`src/rtl/sprite_cfg_pkg.sv`:
```
// Shared types and constants for the sprite configuration controller.
package sprite_cfg_pkg;

  localparam logic [7:0] OP_SET_POS     = 8'h01;
  localparam logic [7:0] OP_SET_COLORS  = 8'h02;
  localparam logic [7:0] OP_WRITE_BMP   = 8'h03;
  localparam logic [7:0] OP_COMMIT      = 8'h04;
  localparam logic [7:0] OP_READ_STATUS = 8'h05;

  typedef enum logic [1:0] {
    IDLE    = 2'd0,
    PAYLOAD = 2'd1,
    STREAM  = 2'd2,
    IGNORE  = 2'd3
  } cfg_state_t;

  typedef struct packed {
    logic [9:0] x;
    logic [9:0] y;
    logic [5:0] bg;
    logic [5:0] c1;
    logic [5:0] c2;
    logic [5:0] c3;
  } sprite_cfg_t;

  localparam sprite_cfg_t CFG_RESET = '{
    x:  10'd0,
    y:  10'd0,
    bg: 6'h00,
    c1: 6'h30,
    c2: 6'h0C,
    c3: 6'h03
  };

endpackage

```
`src/rtl/sprite_cfg_ctrl.sv`:
```
// SPI command decoder: stages sprite position/palette into shadow registers,
// streams bitmap bytes, and commits shadow to active on a frame boundary.
module sprite_cfg_ctrl
  import sprite_cfg_pkg::*;
#(
  parameter int unsigned SPRITE_BYTES = 36,
  parameter int unsigned ADDR_W       = $clog2(SPRITE_BYTES)
) (
  input  logic              clk,
  input  logic              reset_n,
  input  logic              cs_active,
  input  logic              rx_valid,
  input  logic [7:0]        rx_data,
  output logic [7:0]        tx_data,
  input  logic              next_frame,
  output logic [9:0]        sprite_x,
  output logic [9:0]        sprite_y,
  output logic [5:0]        color_bg,
  output logic [5:0]        color_1,
  output logic [5:0]        color_2,
  output logic [5:0]        color_3,
  output logic              bmp_we,
  output logic [ADDR_W-1:0] bmp_addr,
  output logic [7:0]        bmp_wdata,
  output logic              update_pending
);

  cfg_state_t        state;
  sprite_cfg_t       shadow_q;
  sprite_cfg_t       active_q;
  sprite_cfg_t       shadow_upd_c;
  logic              is_pos_q;
  logic [1:0]        byte_cnt;
  logic [5:0]        stg0;
  logic [7:0]        stg1;
  logic [5:0]        stg2;
  logic [ADDR_W-1:0] wr_ptr;
  logic [ADDR_W-1:0] wr_ptr_inc_c;
  logic [6:0]        frame_cnt;

  assign wr_ptr_inc_c = (wr_ptr == ADDR_W'(SPRITE_BYTES - 1)) ? '0 : wr_ptr + ADDR_W'(1);

  // Shadow image after the 4th payload byte; staged bytes 0..2 plus the live byte.
  always_comb begin
    shadow_upd_c = shadow_q;
    if (is_pos_q) begin
      shadow_upd_c.x = {stg0[1:0], stg1};
      shadow_upd_c.y = {stg2[1:0], rx_data};
    end else begin
      shadow_upd_c.bg = stg0;
      shadow_upd_c.c1 = stg1[5:0];
      shadow_upd_c.c2 = stg2;
      shadow_upd_c.c3 = rx_data[5:0];
    end
  end

  always_ff @(posedge clk) begin
    if (!reset_n) begin
      state          <= IDLE;
      shadow_q       <= CFG_RESET;
      active_q       <= CFG_RESET;
      is_pos_q       <= 1'b0;
      byte_cnt       <= 2'd0;
      stg0           <= 6'd0;
      stg1           <= 8'd0;
      stg2           <= 6'd0;
      wr_ptr         <= '0;
      frame_cnt      <= 7'd0;
      tx_data        <= 8'h00;
      bmp_we         <= 1'b0;
      bmp_addr       <= '0;
      bmp_wdata      <= 8'h00;
      update_pending <= 1'b0;
    end else begin
      bmp_we <= 1'b0;

      if (next_frame) frame_cnt <= frame_cnt + 7'd1;

      // Commit uses the pre-edge shadow; a same-cycle COMMIT below re-arms pending.
      if (next_frame && update_pending) begin
        active_q       <= shadow_q;
        update_pending <= 1'b0;
      end

      if (!cs_active) begin
        state   <= IDLE;
        tx_data <= 8'h00;
      end else if (rx_valid) begin
        case (state)
          IDLE: begin
            case (rx_data)
              OP_SET_POS, OP_SET_COLORS: begin
                state    <= PAYLOAD;
                byte_cnt <= 2'd0;
                is_pos_q <= (rx_data == OP_SET_POS);
              end
              OP_WRITE_BMP: begin
                state    <= STREAM;
                wr_ptr   <= '0;
                bmp_addr <= '0;
              end
              OP_COMMIT: begin
                update_pending <= 1'b1;
                state          <= IGNORE;
              end
              OP_READ_STATUS: begin
                tx_data <= {update_pending, frame_cnt};
                state   <= IGNORE;
              end
              default: state <= IGNORE;
            endcase
          end
          PAYLOAD: begin
            byte_cnt <= byte_cnt + 2'd1;
            case (byte_cnt)
              2'd0:    stg0 <= rx_data[5:0];
              2'd1:    stg1 <= rx_data;
              2'd2:    stg2 <= rx_data[5:0];
              default: begin
                shadow_q <= shadow_upd_c;
                state    <= IGNORE;
              end
            endcase
          end
          STREAM: begin
            bmp_we    <= 1'b1;
            bmp_wdata <= rx_data;
            bmp_addr  <= wr_ptr;
            wr_ptr    <= wr_ptr_inc_c;
          end
          default: ;
        endcase
      end
    end
  end

  assign sprite_x = active_q.x;
  assign sprite_y = active_q.y;
  assign color_bg = active_q.bg;
  assign color_1  = active_q.c1;
  assign color_2  = active_q.c2;
  assign color_3  = active_q.c3;

endmodule

```
`config.mk`:
```
export PLATFORM = sky130hd
export DESIGN_NAME = sprite_cfg_ctrl
export DESIGN_NICKNAME = d
export VERILOG_FILES = /design/src/rtl/sprite_cfg_pkg.sv /design/src/rtl/sprite_cfg_ctrl.sv
export SDC_FILE = /design/constraint.sdc
export NUM_CORES = 1
export LEC_CHECK = 0
export CAP_MARGIN = 25
export CORE_UTILIZATION = 50
export DETAILED_ROUTE_END_ITERATION = 16
export PLACE_DENSITY_LB_ADDON = 0.15
export SLEW_MARGIN = 20
export SYNTH_ARGS = -nofsm -noshare
export SYNTH_HDL_FRONTEND = slang
export SYNTH_SLANG_ARGS = --single-unit
```
`constraint.sdc`:
```
create_clock -name clk -period 2.15 [get_ports clk]
set_clock_uncertainty 0.1 [all_clocks]
set_input_delay 0.215 -clock clk [delete_from_list [all_inputs] [get_ports clk]]
set_output_delay 0.215 -clock clk [all_outputs]
set_load 0.02 [all_outputs]
```
### After elaboration in Yosys (flattened, before gate mapping)

Cells that the tools add are included.

| operators by class | value |
|---|---|
| add/subtract/negate cells | 3 |
| multipliers | 0 |
| div/mod/pow operators | 0 |
| magnitude comparators | 0 |
| equal/unequal tests | 13 |
| shift operators | 0 |
| muxes and demuxes | 15 |
| bitwise logic cells | 2 |
| reductions and logical operators | 20 |

Operators with widths:

| cell | number |
|---|---|
| 6-bit case mux with 2 select lines | 2 |
| 4-bit AND reduction | 6 |
| 8-bit by 2-bit equality test with 1-bit output (second input constant) | 2 |
| 8-bit by 3-bit equality test with 1-bit output (second input constant) | 2 |
| 6-bit two-way mux | 2 |
| 2-bit case mux with 2 select lines | 3 |
| 3-bit AND reduction | 4 |
| 5-bit AND reduction | 2 |
| 8-bit by 1-bit equality test with 1-bit output (second input constant) | 1 |
| 7-bit by 1-bit adder with 7-bit output (second input constant) | 1 |
| 6-bit by 1-bit adder with 6-bit output (second input constant) | 1 |
| 6-bit equality test (second input constant) | 1 |
| 1-bit two-way mux | 6 |
| 2-bit != test (second input constant) | 3 |
| 2-bit by 1-bit equality test with 1-bit output (second input constant) | 2 |
| 2-bit equality test (second input constant) | 2 |
| 2-bit zero test | 2 |
| 2-bit two-way mux | 2 |
| 2-bit nonzero test | 2 |
| 3-bit OR reduction | 1 |
| 2-bit by 1-bit adder with 2-bit output (second input constant) | 1 |
| 1-bit inverter | 2 |
| 2-bit AND reduction | 1 |
| 2-bit OR reduction | 1 |
| 1-bit logical AND | 1 |

| word-level totals | value |
|---|---|
| register bits after elaboration | 150 |
| bits in latches | 0 |
| memory bits (writable) | 0 |
| bits in read-only memories | 0 |
| input port bits | 13 |
| logic and storage cells | 78 |
| memories kept | 0 |

### Logic depth before layout (Yosys ltp)

Gate-level depths: netlist of run 1.

| logic depth | value |
|---|---|
| word-level depth | 6 |
| depth in mapped cells | 6 |
| gate-level depth less buffers | 5 |

### Worst setup path before layout of run 1

No wires, ideal clock.

| timing path | value |
|---|---|
| path kind | input port to flip-flop |
| start | in rx_data[2] |
| end | reg wr_ptr[5] |
| setup time | 120 ps |
| data arrival time | 1458 ps |
| path slack | 472 ps |
| stages | 6 |
| buffers on the path | 2 |
| cells stage by stage | buf_6 > nor4_4 > a31oi_1 > o31a_1 > buf_6 > a211o_1 |

| between the ends | value |
|---|---|
| longest elaborated chain between the ends | 3 |

Ends and longest elaborated chain:

| what | line | text |
|---|---|---|
| start: declaration | sprite_cfg_ctrl.sv:13 | `input logic [7:0] rx_data,` |
| 8-bit by 2-bit equality test with 1-bit output | sprite_cfg_ctrl.sv:91 | `case (rx_data)` |
| 2-bit != test (no source line) | n/a |  |
| 4-bit AND reduction (no source line) | n/a |  |
| end signal: assignment | sprite_cfg_ctrl.sv:129 | `wr_ptr <= wr_ptr_inc_c;` |
| end: declaration | sprite_cfg_ctrl.sv:37 | `logic [ADDR_W-1:0] wr_ptr;` |

Every way passes these cells.
A chain may end at the register's enable or synchronous reset.

### Final worst setup path of run 1

| timing path | value |
|---|---|
| start | reg update_pending |
| end | out update_pending |

RTL lines:

| what | line | text |
|---|---|---|
| start: declaration | sprite_cfg_ctrl.sv:25 | `output logic update_pending` |
| start signal: assignment | sprite_cfg_ctrl.sv:73 | `update_pending <= 1'b0;` |
| start signal: assignment | sprite_cfg_ctrl.sv:82 | `update_pending <= 1'b0;` |
| start signal: assignment | sprite_cfg_ctrl.sv:103 | `update_pending <= 1'b1;` |

No word-level cell between the ends.

==> results of run 1 <==
cells in the mapped netlist (2+ instances only):
library cell,n
a21oi_1,111
nand3_1,36
inv_1,5
xor2_1,4
dfxtp_1,150
a31oi_1,2
nor2_1,17
buf_6,4
o211ai_1,2
and4b_1,2
a22o_2,7
nor2b_1,2
or3_1,2
mux2i_1,9
nand4_1,8
buf_2,7
nand2b_1,3
nor4b_1,3
buf_1,4
and2_1,2
nand2_1,223
ha_1,6
nor3b_1,2
and3_1,5
o21ai_0,4
clkbuf_1,31
flip-flops by register name, indices dropped and copies added (netlist names):
register and cells:
bmp_addr 6, bmp_wdata 8, bmp_we 1, byte_cnt 2, color_1 6, color_2 6, color_3 6, color_bg 6
frame_cnt 7, is_pos_q 1, shadow_q 44, sprite_x 10, sprite_y 10, state 2, stg0 6, stg1 8
stg2 6, tx_data 8, update_pending 1, wr_ptr 6
where the power goes:
part	switching [mW]	internal (mW)	total, mW
Clock	1.09	1.86	2.95
Sequential	0.0125	2.79	2.80
Combinational	0.115	0.0717	0.187
Total	1.22	4.72	5.94
kinds of logic after synthesis:
kind of cell    after synthesis  synth area share
buf+inv                      54            0.0459
fa+ha+maj                     6            0.0135
compound gates              133             0.132
flops                       150             0.540
xor+xnor                      5           0.00787
mux                          10            0.0182
simple gates                312             0.243
how the worst min path moves through the flow:
stage | slack, ns | from | depth (start not counted) | end
2_1_floorplan | 0.25 | rx_data[6] | 2 | shadow_q[30]
3_3_place_gp | 0.34 | shadow_q[12] | 2 | color_1[0]
3_5_place_dp | 0.35 | color_3[4] | 2 | color_3[4]
4_1_cts | 0.35 | color_3[4] | 2 | color_3[4]
5_1_grt | 0.36 | shadow_q[41] | 2 | sprite_x[7]
6_report | 0.35 | color_3[4] | 2 | color_3[4]
area by class of cell:
cell class	instances	area [sq um]	share of cell area
repair buffers	107	1080	0.150
clock buffers	24	470	0.0656
well taps	140	175	0.0244
inverters	6	22.5	0.00314
flip-flops and latches	150	3000	0.418
multi-input cells	466	2310	0.321
clock inverters	7	120	0.0167
routing by layer:
layer,vias to the layer above,global-route usage
li1,2384,-
met1,2293,0.288
met2,115,0.404
met3,17,0.0660
met4,0,0.0793
met5,-,0
==> impl_results.md, run 1 <==
* CP top delay family: buffers and inverters
* Most frequent cells in the layout: nand2_1, dfxtp_1, a21oi_1, clkdlybuf4s50_1, nand3_1
* Final nets at 767
* WL per Instance at 14.4 um
* Post-route cell area at 7180 sq um
* Design Power at 5.94 mW
* Clk buf depth at 2
* DR iter-0 viols at 256
* Fin Setup TNS at 0 ns
* Core area at 10800 sq um
* Top routing layer used: met4
* Largest cells by area after synthesis: dfxtp_1, nand2_1, a21oi_1
* Final setup vio count at 0
* Hold Crit Class: reg2reg
* Fin util at 0.662
* Antenna diode count at 0
* Syn nets at 689
* DRT antenna net count at 0
* Hold-fix buffers at CTS at 0
* Worst skew pair latency at 0.52 ns
* Largest net degree at the start of global routing at 60
* Area of the die at 11600 sq um
* Clock-pin slew on the worst setup and hold paths at 0.06 ns
* Tmin final at 1.88 ns
* Final WS setup at 0.269 ns
* Post-cts sizing count at 0
* IO Count at 81
* Primary FF master, synth: dfxtp_1
* Crit path required time at 1.84 ns
* Grt ovf at 0
* DRT Wirelength at 13000 um
* CTS H-tree lvls at 4
* Worst R2R Setup Slack at 0.33 ns
* Area after DPL at 6590 sq um
* Clock tree root driver cell: clkbuf_8
* Antenna violations before repair at 0
* Vias in the first global route at 4513
* GPL Wtd Cong at 0.889
* WP buf/inv at 1
* DRC violations left at 0
* Met2 wire length at 6460 um
* Fin. Hold Viols at 0
* Rows at 38
* Max VDD drop at 445 uV
* Max Freq at 532 MHz
* Metal3 WL at 654 um
* M1 WL at 5700 um
* Async SR Flop Fraction at 0
* Crit-path slowest cell: clkdlybuf4s50_1
* Unique masters post-synth at 45
* Sequential share of the synthesized area at 0.540
* Worst setup endpoint: update_pending
* Reg2reg end: stg1[4]
* DRT Pass-1 Iters at 5
* Startpoint type of the worst setup path: flop
* Number of vias per cell at 5.34
* Slew Viols, Final at 0
* Fillers at 927
* CTS tree: done
* Detailed Place HPWL at 8640 um
* Worst Setup End Kind: output port
* Max stage delay on crit path at 0.64 ns
* Leakage at 2.60 nW
* Max-cap violations at 0
* Relative slew slack at 0.711
* Worst-path cell chain: clkdlybuf4s50_1
* Clock Sinks at 150
* Worst slew pin tran at 0.427 ns
* CP Depth at 1
* Chip height at 108 um
* Area grow syn2layout at 29.0%
* Post-Syn Area at 5570 sq um
* Num CTS Buffers at 17
* Pre-CTS setup slack at 0.0608 ns
* Pwr Density at 828 nW/um^2
* Critical path arrival at 1.57 ns
* Synth warn at 0
* First-pass GRT wire length at 21600 um
* Die width at 108 um
* GRT Util Overall at 0.238
* Status: finished, final reports clean
* Final Non-Filler Cells at 900
* Min Hold Slack at 0.351 ns
* Critical path class: reg2out
* Post-synth EDFFs at 0
* Commonest non-fill, non-tap cell in the layout: nand2_1
* Average cell area after synthesis at 8.31 sq um
* Period utilisation layout at 0.875
* RSZ-0062 raised after global routing: no
* Initial Util at 0.513
* Synthesized instance count at 670
* Input/output buffers at 80
* Worst R2R Start: state[0]
* # placed instances at 869
* Synth area leader: dfxtp_1
* Yosys reg bits at 150
* Post-CTS Setup Bufs at 0
* Max Fanout on Critical Path at 5
* Vias at 4809
* Share of layout cells above drive strength 1 at 0.0895
* Share of the synthesized area in the top cell type at 0.540
* Worst setup path start: update_pending
* Cells on worst reg2reg path at 5
No activity file was read; power rests on OpenSTA's default activity.
==> run 2: changes to the inputs <==
--- a/config.mk
+++ b/config.mk
@@ -10,5 +10,5 @@
 export DETAILED_ROUTE_END_ITERATION = 16
 export PLACE_DENSITY_LB_ADDON = 0.15
-export SLEW_MARGIN = 20
+export REMOVE_ABC_BUFFERS = 1
 export SYNTH_ARGS = -nofsm -noshare
 export SYNTH_HDL_FRONTEND = slang
--- a/constraint.sdc
+++ b/constraint.sdc
@@ -3,3 +3,3 @@
 set_input_delay 0.215 -clock clk [delete_from_list [all_inputs] [get_ports clk]]
 set_output_delay 0.215 -clock clk [all_outputs]
-set_load 0.02 [all_outputs]
+set_load 0.1 [all_outputs]
==> impl_results.md, run 2 (same netlist as run 1, synthesis figures left out) <==
* Final setup vio count at 0 (unchanged)
* Relative slew slack at 0.684 (-0.0274)
* GRT Util Overall at 0.217 (-0.0205)
* Max Freq at 572 MHz (+7.7%)
* Vias in the first global route at 4301 (-4.7%)
* Max Fanout on Critical Path at 26 (+21)
* CTS tree: done
* Worst slew pin tran at 0.468 ns (+0.0405 ns)
* RSZ-0062 raised after global routing: no
* DRT Wirelength at 12100 um (-6.8%)
* Hold Crit Class: in2reg
* Sequential Power Share at 0.462 (-0.010)
* Max reg flops at 44 (unchanged)
* Clk pwr share at 0.506 (+0.009)
* First-pass GRT wire length at 19700 um (-8.6%)
* Top cell by count, worst path: nand2_1
* CTS H-tree lvls at 4 (unchanged)
* Grt ovf at 0 (unchanged)
* Slew Viols, Final at 0 (unchanged)
* Worst Setup End Kind: flop
* Max VDD drop at 644 uV (+45%)
* Crit-path slowest cell: dfxtp_1
* Crit path required time at 2.45 ns (+0.61 ns)
* Area grow syn2layout at 26.2%
* Post-CTS Setup Bufs at 0 (unchanged)
* NetSw at 1.30 mW (+6.4%)
* Commonest non-fill, non-tap cell in the layout: nand2_1
* Post-route cell area at 7030 sq um (-2.1%)
* Clock tree root driver cell: clkbuf_8
* Status: complete, but fails checks
* Pwr Density at 863 nW/um^2 (+4.2%)
* DRT antenna net count at 0 (unchanged)
* Clock-pin slew on the worst setup and hold paths at 0.06 ns (about the same)
* Fillers at 902 (-2.7%)
* Final WS setup at 0.403 ns (+0.134 ns)
* Pre-CTS setup slack at 0.0815 ns (+0.0207 ns)
* Fin. Hold Viols at 0 (unchanged)
* CP top delay family: simple AND/OR/NAND/NOR gates
* Core area at 10800 sq um (unchanged)
* Clk buf depth at 2 (unchanged)
* Post-cts sizing count at 0 (unchanged)
* Period utilisation layout at 0.813 (-0.0622)
* Max-cap violations at 0 (unchanged)
* Vias at 4715 (-2.0%)
* Antenna diode count at 0 (unchanged)
* Startpoint type of the worst setup path: flop
* P_int at 4.76 mW (+0.86%)
* Critical path class: reg2reg
* IO Count at 81 (unchanged)
* Seq. cell area at 3000 sq um (unchanged)
* Sw frac at 0.214 (+0.00881)
* GPL Wtd Cong at 0.831 (-6.6%)
* Worst-path cell chain: and4b_1, buf_12, nand2_1, nand2_1, a21oi_1
* Tmin final at 1.75 ns (-0.134 ns)
* Area of the multi-input gates at 2310 sq um (unchanged)
* DR iter-0 viols at 237 (-7.4%)
* Area of the die at 11600 sq um (unchanged)
* Hold-fix buffers at CTS at 0 (unchanged)
* WL per Instance at 13.4 um (-7.1%)
* WP buf/inv at 1 (unchanged)
* Most frequent cells in the layout: nand2_1, dfxtp_1, a21oi_1, buf_4, nand3_1
* Final nets at 769 (+0.26%)
* Num CTS Buffers at 17 (unchanged)
* Initial Util at 0.513 (unchanged)
* Combinational share of power at 0.032 (about the same)
* DRC violations left at 1 (+1)
* Antenna violations before repair at 0 (unchanged)
* Number of vias per cell at 5.22 (-2.3%)
* Share of layout cells above drive strength 1 at 0.185 (+0.0953)
* Largest net degree at the start of global routing at 49 (-18%)
* Input/output buffers at 80 (unchanged)
* Leakage at 2.73 nW (+5.2%)
* Rows at 38 (unchanged)
* Chip height at 108 um (unchanged)
* Max stage delay on crit path at 0.51 ns (-0.13 ns)
* Worst skew pair latency at 0.52 ns (about the same)
* Die width at 108 um (unchanged)
* Detailed Place HPWL at 8210 um (-5.0%)
* Clock Sinks at 150 (unchanged)
* Top reg by flops: shadow_q
* Area after DPL at 6410 sq um (-2.7%)
* Critical path arrival at 2.05 ns (+0.48 ns)
* Failing checks: design-rule violations
* DRT Pass-1 Iters at 10 (+5)
[run 2: per-stage QoR]
stage               hold WS, ns  utilization  total power [mW]  TNS, ns  instances
finish                    0.296        0.648              6.06        0        903
global route              0.312        0.648              6.25        0        903
CTS                       0.275        0.648              6.10        0        903
detailed placement        0.346        0.591              3.05        0        871
global placement          0.344        0.591              3.05        0        871
floorplan                 0.187            -              2.95   -12.77        622
[run 2: worst paths after layout]
path                                    from  slack, ns      endpoint  cells after the start
worst max register to register      state[0]       0.40       stg1[1]                      5
worst min-delay path              rx_data[5]       0.30  bmp_wdata[5]                      3
worst max-delay path                state[0]       0.40       stg1[1]                      5
worst min register to register  shadow_q[14]       0.35    color_1[2]                      2
[run 2: power groups by stage]
stage                     sequential (mW)  combinational, mW  clock, mW
after floorplan                      2.88             0.0691          0
after CTS                            2.80              0.192       3.11
after global routing                 2.80              0.207       3.24
after detailed placement             2.86              0.191          0
final                                2.80              0.192       3.07
after global placement               2.86              0.188          0
[run 2: routing by layer]
layer | track usage | part of all wire | wire [um]
met4 | 0.105 | 0.020 | 239
met5 | 0 | 0 | 0
met1 | 0.273 | 0.47 | 5640
met3 | 0.0478 | 0.041 | 494
met2 | 0.353 | 0.47 | 5730
[run 2: worst min-delay path: stages]
cell and delay, ns:
clkdlybuf4s50_1 0.50, nand2_1 0.10, a21oi_1 0.05
[run 2: final cells by class]
class | instances | share of cell area
Sequential cell | 150 | 0.427
Timing Repair Buffer | 109 | 0.128
Multi-Input combinational cell | 466 | 0.328
Inverter | 6 | 0.00338
Tap cell | 140 | 0.0249
Clock buffer | 19 | 0.0600
Clock inverter | 13 | 0.0280
==> run 3: changes to the inputs <==
Settings changed: CORE_UTILIZATION 50 to 48.
Clock period 2.15 ns to 1.5 ns, I/O delays scaled along.
==> impl_results.md, run 3 (same netlist as run 1, synthesis figures left out) <==
* Status: complete, but fails checks
* Failing checks: negative setup slack
* Max Fanout on Critical Path at 8 (-69%)
* First-pass GRT wire length at 22300 um (+13%)
* Fillers at 796 (-12%)
* Leakage at 3.20 nW (+17%)
* Hold-fix buffers at CTS at 0 (unchanged)
* Worst-path cell chain: nor4b_2, buf_4, nand4_2, buf_6, mux2i_1, nor2_1
* DRT Wirelength at 13800 um (+14%)
* Area of the die at 12000 sq um (+4.1%)
* Startpoint type of the worst setup path: flop
* Crit path required time at 1.71 ns (-0.74 ns)
* Max VDD drop at 1640 uV (+150%)
* GRT Util Overall at 0.243 (+0.0258)
* Clock-pin slew on the worst setup and hold paths at 0.06 ns (about the same)
* Die width at 110 um (+2.0%)
* DRT antenna net count at 0 (unchanged)
* Detailed Place HPWL at 9060 um (+10%)
* Clk pwr share at 0.498 (-0.008)
* DR iter-0 viols at 250 (+5.5%)
* Core area at 11100 sq um (+2.2%)
* Sequential Power Share at 0.460 (-0.002)
* Max stage delay on crit path at 0.37 ns (-0.14 ns)
* Worst Setup End Kind: flop
* Commonest non-fill, non-tap cell in the layout: nand2_1
* Hold Crit Class: in2reg
* Input/output buffers at 80 (unchanged)
* Most frequent cells in the layout: nand2_1, dfxtp_1, a21oi_1, buf_12, buf_4
* Crit-path slowest cell: dfxtp_4
* Antenna diode count at 0 (unchanged)
* P_int at 6.86 mW (+44%)
* Share of layout cells above drive strength 1 at 0.273 (+0.0885)
* Final setup vio count at 10 (+10)
* DRT Pass-1 Iters at 5 (-5)
* Rows at 38 (unchanged)
* Area grow syn2layout at 51.3%
* Fin. Hold Viols at 0 (unchanged)
* Vias in the first global route at 4785 (+11%)
* Critical path arrival at 1.75 ns (-0.30 ns)
* Pwr Density at 1040 nW/um^2 (+20%)
* Num CTS Buffers at 17 (unchanged)
* Clock Sinks at 150 (unchanged)
* Fin Setup TNS at -0.279 ns (-0.279 ns)
* Number of vias per cell at 5.33 (+2.1%)
* Combinational share of power at 0.042 (+0.010)
* Clk buf depth at 2 (unchanged)
* Area of the multi-input gates at 2450 sq um (+6.1%)
* Clock tree root driver cell: clkbuf_16
* Seq. cell area at 3010 sq um (+0.29%)
* Tmin final at 1.54 ns (-0.210 ns)
* IO Count at 81 (unchanged)
* Max Freq at 651 MHz (+14%)
* Critical path class: reg2reg
* Worst skew pair latency at 0.42 ns (-0.10 ns)
* RSZ-0062 raised after global routing: yes
* Max reg flops at 44 (unchanged)
* Final WS setup at -0.0364 ns (-0.440 ns)
* Sw frac at 0.215 (+0.000243)
* Relative slew slack at 0.793 (+0.109)
* Antenna violations before repair at 0 (unchanged)
* Grt ovf at 0 (unchanged)
* Chip height at 110 um (+2.0%)
* Min Hold Slack at 0.0759 ns (-0.220 ns)
* NetSw at 1.87 mW (+44%)
* Period utilisation layout at 1.02 (+0.212)
* Initial Util at 0.502 (-0.0110)
* Vias at 5039 (+6.9%)
* Largest net degree at the start of global routing at 54 (+10%)
* GPL Wtd Cong at 0.802 (-3.5%)
* CTS H-tree lvls at 4 (unchanged)
* WL per Instance at 14.7 um (+9.3%)
* Final nets at 811 (+5.5%)
* CTS tree: done
* Max-cap violations at 0 (unchanged)
* DRC violations left at 0 (-1)
* Top reg by flops: shadow_q
* Slew Viols, Final at 0 (unchanged)
* Worst slew pin tran at 0.310 ns (-0.157 ns)
==> run 3: changes by cell type in the layout (fill, tap and decap cells not counted), sizes merged, moves of 2 or more <==
cell | before | now
dlygate4sd2 | 0 | 5
clkdlybuf4s50 | 12 | 6
clkbuf | 19 | 21
buf | 97 | 137
==> run 3: timing repair <==
| item | CTS | global route |
|---|---|---|
| gates cloned | 1 | 1 |
| pin swaps | 4 | 2 |
| setup endpoints to repair | 40 | 60 |
| gates resized for setup | 13 | 41 |
| buffers inserted | 1 | 3 |
==> run 3: cell type report <==
| cell class | instances | share of cell area |
|---|---|---|
| repair buffers | 150 | 0.256 |
| well taps | 140 | 0.0208 |
| flip-flops and latches | 150 | 0.358 |
| clock buffers | 20 | 0.0542 |
| multi-input cells | 467 | 0.291 |
| inverters | 6 | 0.00282 |
| clock inverters | 12 | 0.0178 |
==> run 3: critical path, delay by kind of cell, from the launching register on <==
family	cells	cell delay, ns
buffers and inverters	2	0.34
flip-flops	1	0.37
multiplexers	1	0.15
AND/OR/NAND/NOR	3	0.46
==> run 3: path summary, 6_finish.rpt <==
| kind | start | endpoint | slack (ns) | cells past startpoint |
|---|---|---|---|---|
| worst max-delay path | state[1] | tx_data[7] | -0.04 | 6 |
| worst min-delay path | rx_valid | state[0] | 0.08 | 3 |
| worst max register to register | state[1] | tx_data[7] | -0.04 | 6 |
| worst min register to register | shadow_q[12] | color_1[0] | 0.35 | 2 |
==> run 3: stage by stage <==
stage               cells  worst slack [ns]  utilization  power [mW]  instance area, sq um
finish                945           -0.0364        0.760        8.73                  8420
global route          945            -0.160        0.760        8.96                  8420
floorplan             622            -0.883            -        4.22                  5330
global placement      907            -0.527        0.684        4.44                  7580
CTS                   941           0.00225        0.742        8.74                  8220
detailed placement    907            -0.525        0.684        4.45                  7580
==> run 3: metal layers <==
layer  wire [um]  share of wire  GRT usage  up-vias
met1        5870           0.42      0.287     2402
met4         376          0.027      0.107        0
met5           0              0          0        -
met2        6970           0.50      0.420      119
li1            -              -          -     2487
met3         625          0.045     0.0569       31
==> run 3: power by group through the flow <==
stage               clock network [mW]  logic, mW  registers (mW)
finish                            4.35      0.369            4.02
global route                      4.55      0.394            4.02
CTS                               4.37      0.355            4.02
detailed placement                   0      0.347            4.10
global placement                     0      0.341            4.10
floorplan                            0     0.0991            4.12
